<file path="src/rtl/forward_hazard_unit.sv">
// EX-stage forwarding selects and load-use stall generation for the five-stage pipeline.
// Keeps a shadow copy of destination info for ID/EX, EX/MEM and MEM/WB, fed from ID.
module forward_hazard_unit #(
  parameter int REG_BITS = 5,
  parameter int CNT_BITS = 16
) (
  input  logic                Clk,
  input  logic                Reset,
  input  logic [REG_BITS-1:0] ID_Rs,
  input  logic [REG_BITS-1:0] ID_Rt,
  input  logic [REG_BITS-1:0] ID_Dest,
  input  logic                ID_RegWrite,
  input  logic                ID_MemRead,
  input  logic                Flush,
  output logic [1:0]          ForwardA_signal,
  output logic [1:0]          ForwardB_signal,
  output logic                Stall,
  output logic [CNT_BITS-1:0] StallCount
);

  logic [REG_BITS-1:0] idexRs;
  logic [REG_BITS-1:0] idexRt;
  logic [REG_BITS-1:0] idexDest;
  logic                idexRegWrite;
  logic                idexMemRead;
  logic [REG_BITS-1:0] exmemDest;
  logic                exmemRegWrite;
  logic [REG_BITS-1:0] memwbDest;
  logic                memwbRegWrite;
  logic                exmemHitA;
  logic                exmemHitB;
  logic                memwbHitA;
  logic                memwbHitB;
  logic                bubble;

  // A flushed or stalled ID instruction enters ID/EX as an all-zero bubble.
  assign bubble = Stall | Flush;

  always_ff @(posedge Clk) begin
    if (Reset) begin
      idexRs        <= '0;
      idexRt        <= '0;
      idexDest      <= '0;
      idexRegWrite  <= 1'b0;
      idexMemRead   <= 1'b0;
      exmemDest     <= '0;
      exmemRegWrite <= 1'b0;
      memwbDest     <= '0;
      memwbRegWrite <= 1'b0;
    end else begin
      memwbDest     <= exmemDest;
      memwbRegWrite <= exmemRegWrite;
      exmemDest     <= idexDest;
      exmemRegWrite <= idexRegWrite;
      if (bubble) begin
        idexRs       <= '0;
        idexRt       <= '0;
        idexDest     <= '0;
        idexRegWrite <= 1'b0;
        idexMemRead  <= 1'b0;
      end else begin
        idexRs       <= ID_Rs;
        idexRt       <= ID_Rt;
        idexDest     <= ID_Dest;
        idexRegWrite <= ID_RegWrite;
        idexMemRead  <= ID_MemRead;
      end
    end
  end

  always_ff @(posedge Clk) begin
    if (Reset) begin
      StallCount <= '0;
    end else if (Stall && (StallCount != {CNT_BITS{1'b1}})) begin
      StallCount <= StallCount + 1'b1;
    end
  end

  // Register 0 is hardwired, so a write to it never produces a forward or a stall.
  always_comb begin
    exmemHitA = exmemRegWrite && (exmemDest != '0) && (exmemDest == idexRs);
    exmemHitB = exmemRegWrite && (exmemDest != '0) && (exmemDest == idexRt);
    memwbHitA = memwbRegWrite && (memwbDest != '0) && (memwbDest == idexRs);
    memwbHitB = memwbRegWrite && (memwbDest != '0) && (memwbDest == idexRt);
  end

  // The younger EX/MEM value takes priority over MEM/WB.
  always_comb begin
    ForwardA_signal = 2'b00;
    ForwardB_signal = 2'b00;
    if (exmemHitA)      ForwardA_signal = 2'b10;
    else if (memwbHitA) ForwardA_signal = 2'b01;
    if (exmemHitB)      ForwardB_signal = 2'b10;
    else if (memwbHitB) ForwardB_signal = 2'b01;
  end

  always_comb begin
    Stall = idexMemRead && idexRegWrite && (idexDest != '0) &&
            ((idexDest == ID_Rs) || (idexDest == ID_Rt)) && !Flush;
  end

endmodule

</file>
<file path="config.mk">
export PLATFORM = sky130hd
export DESIGN_NAME = forward_hazard_unit
export DESIGN_NICKNAME = d
export VERILOG_FILES = /design/src/rtl/forward_hazard_unit.sv
export SDC_FILE = /design/constraint.sdc
export NUM_CORES = 1
export LEC_CHECK = 0
export CORE_ASPECT_RATIO = 1.5
export CORE_MARGIN = 3
export CORE_UTILIZATION = 35
export CTS_BUF_LIST = sky130_fd_sc_hd__clkbuf_4 sky130_fd_sc_hd__clkbuf_8
export CTS_CLUSTER_SIZE = 14
export DETAILED_ROUTE_END_ITERATION = 16
export SETUP_SLACK_MARGIN = 0.3
export SLEW_MARGIN = 20
export SYNTH_ARGS = -nofsm -noshare
export SYNTH_HDL_FRONTEND = slang
export SYNTH_SLANG_ARGS = --single-unit
export TNS_END_PERCENT = 5
</file>
<file path="constraint.sdc">
create_clock -name Clk -period 2.86 [get_ports Clk]
set_input_delay 0.429 -clock Clk [delete_from_list [all_inputs] [get_ports Clk]]
set_output_delay 0.429 -clock Clk [all_outputs]
set_load 0.02 [all_outputs]
</file>
==> reports/qor.csv <==
stage;metric;value;unit
sta;post-route-period-util;0.8695;
floorplan;rows;34;
sta;fin_tns_setup;0;ns
sta;worst_pin_slew;0.6846;ns
critical_path;r2r-start;StallCount[0]$_SDFFE_PP0P_;
floorplan;dieArea;0.007364;mm^2
drt;vias;1732;
global_route;grt_pass1_vias;1826;
critical_path;path_class;reg -> out;
critical_path;worstPathRequired;2.43;ns
critical_path;r2r_setup_slack;0.54;ns
floorplan;core_area;0.005956;mm^2
power;total_power;0.001237;W
min_path;min-delay-start;exmemRegWrite$_SDFF_PP0_;
global_route;track_usage;0.1396;
sta;clock_skew;0.009702;ns
critical_path;timing.rr.end;StallCount[7]$_SDFFE_PP0P_;
logic_synthesis;avgSynthCellArea;9.667;um^2
cts;cts_num_sinks;45;
critical_path;crit_chain;or4_1 > o21ai_1 > nor4_1 > clkdlybuf4s50_1;
sta;hold_violations;0;
critical_path;start_kind;flop;
global_route;overflow;0;
floorplan;die_y;103.6;um
floorplan;start_util;0.3733;
drt;routed_wl;4.827;mm
layout;layout.cells.non_filler;344;
layout;area_delta_synth_final;25.83;%
logic_synthesis;synth_area_leaders;dfxtp_1 41%, xor2_1 9.5%, nor2b_1 5.9%, and2_1 4.8%, mux2_4 4.7%;
global_route;grt_max_degree;25;
power;peakVddDrop;0.2554;mV
placement;place_hpwl;3.602;mm
logic_synthesis;ys_ff_latch;45;
placement;port_buffers;40;
min_path;min_path_type;reg -> reg;
cts;cts_max_level;2;
run_status;status;complete, no violations;
layout;layout_commonest_cell;dfxtp_1;
layout;num_antenna_cells;0;
drt;first_pass_iters;4;
sta;final-setup-viol-count;0;
cts;numCtsBuffers;5;
layout;fin_area;0.002798;mm^2
floorplan;io_pins;41;
sta;fmax;0.4021;GHz
logic_synthesis;synth_cell_types;41;
global_route;grt_pass1_wl;8.362;mm
critical_path;worstPathMaxFanout;4;
layout;final_cell_mix;45 x dfxtp_1, 37 x clkdlybuf4s50_1, 24 x xor2_1;
drt;ant_nets;0;
drt;drc;0;
drt;wl_per_cell;14.03;um
critical_path;cpPeakStageDelay;0.55;ns
placement;pre_cts_ws;0.1590;ns
drt;drt_iter0_markers;41;
logic_synthesis;yosysTopAreaCell;dfxtp_1;
power;p_per_area;442.0;mW/mm^2
layout;layout-drive-gt1-share;0.1324;
sta;rsz0062_at_grt;true;
sta;fin_ws;0.3733;ns
floorplan;fp.dieW;71.08;um
critical_path;rr_worst_depth;6;
logic_synthesis;syn_nets;251;
layout;num-nets-final;292;
cts;clkSlewWorstSetupHoldPaths;0.09;ns
critical_path;end_kind;primary output;
logic_synthesis;netlist_area;0.002223;mm^2
placement;dp_cells;336;
cts;clock_latency;0.29;ns
global_route;antenna_found_initial;0;
logic_synthesis;synth_seq_area_share;0.4052;
min_path;hold_end;memwbRegWrite$_SDFF_PP0_;
min_path;holdPathStages;1;
cts;clock_path_buffers;2;
logic_synthesis;synth_cells;230;
placement;placed_area;0.002688;mm^2
logic_synthesis;synth_warnings;0;
cts;cts-root-buf;clkbuf_8;
sta;period_needed;2.487;ns
critical_path;critPathSlowestCell;clkdlybuf4s50_1;
critical_path;crit_arrival;2.06;ns
drt;avgViaCountPerCell;5.035;
flow_run;maxCapViolCount;0;
logic_synthesis;synth_top_area_share;0.4052;
cts;cts_tree;built;
sta;drv_slew;0;
power;power.leakage;1.059;nW
sta;max_slew_margin;0.5436;
critical_path;crit_start;exmemDest[1]$_SDFF_PP0_;
placement;gp_congestion;0.8424;
[worst max-delay path: cells and delay by family (launching register included)]
kind / cells / cell delay, ns
buffers and inverters: 1 / 0.55
AOI/OAI and AO/OA: 1 / 0.22
DFF: 1 / 0.36
and+or+nand+nor: 2 / 0.63
[per-stage QoR]
| step | utilization | hold slack, ns |
|---|---|---|
| final | 0.4697 | 0.4688 |
| after CTS | 0.4700 | 0.4704 |
| after floorplan | - | 0.4312 |
| after detailed placement | 0.4513 | 0.4550 |
| after global routing | 0.4697 | 0.4826 |
| after global placement | 0.4513 | 0.4584 |
[state kept, by name, summed over array words and instances (netlist names)]
register,count
StallCount,16
exmemDest,5
idexDest,5
idexRs,5
idexRt,5
memwbDest,5
exmemRegWrite,1
idexMemRead,1
idexRegWrite,1
memwbRegWrite,1
[synth_stat cells]
cell type / count
dfxtp_1: 45
xor2_1: 24
nor2b_1: 21
and2_1: 17
nor2_1: 14
nand3_1: 8
or4_1: 8
mux2_4: 7
nand2_1: 7
a21oi_1: 6
nor4_1: 6
nor4_2: 6
xnor2_1: 6
nand4_1: 5
o21ai_0: 5
o31ai_1: 5
or3_1: 5
buf_4: 4
nor3_1: 4
clkbuf_1: 3
buf_2: 2
inv_1: 2
nand2b_1: 2
a22oi_1: 1
and4_1: 1
buf_1: 1
buf_6: 1
clkbuf_2: 1
ha_1: 1
mux2_2: 1
mux2i_1: 1
nand3b_1: 1
nand4_2: 1
nand4b_1: 1
nor4b_1: 1
nor4b_2: 1
o21a_1: 1
o311a_1: 1
o31ai_4: 1
or2_2: 1
or3_4: 1
[power breakdown]
| group | internal [W] | switching, W | leakage, nW | total, W |
|---|---|---|---|---|
| logic | 0.0000554 | 0.0000476 | 0.639 | 0.000103 |
| registers | 0.000639 | 0.0000129 | 0.366 | 0.000652 |
| clock network | 0.000262 | 0.000220 | 0.0543 | 0.000481 |
[worst max path at each step]
stage / endpoint / slack (ns) / depth (start not counted)
after floorplan: ForwardA_signal[0] / 0.59 / 4
after global placement: Stall / 0.16 / 6
after detailed placement: Stall / 0.16 / 6
after CTS: ForwardB_signal[0] / 0.20 / 5
after global routing: ForwardB_signal[0] / 0.25 / 5
final: ForwardA_signal[1] / 0.37 / 4
[per-layer routing]
layer / GRT usage / share of wire
met1: 0.1601 / 0.42
met2: 0.2410 / 0.52
met3: 0.03101 / 0.035
met4: 0.06452 / 0.026
met5: 0 / 0
[area by class of cell]
type | count | area (um^2)
Tap cell | 72 | 90.09
Fill cell | 596 | 3158
Clock inverter | 3 | 46.29
Inverter | 2 | 7.507
Clock buffer | 5 | 68.82
Multi-Input combinational cell | 171 | 1250
Sequential cell | 45 | 900.9
Timing Repair Buffer | 46 | 434.2
[what timing repair did]
action	4_1_cts	5_1_grt
buffers inserted	0	0
gates cloned	0	0
setup endpoints to repair	5	4
hold buffers	0	0
gates resized for setup	3	8
pin swaps	0	0
[cell families after synthesis]
logic type                 after synthesis  synth area share
buffers and inverters                   14           0.03545
adders and majority gates                1          0.005627
DFF                                     45            0.4052
xor gates and xnor gates                30            0.1182
muxes                                    9           0.05684
AOI/OAI and AO/OA                       20           0.06247
and+or+nand+nor                        111            0.3163
No activity file was read; power rests on OpenSTA's default activity.
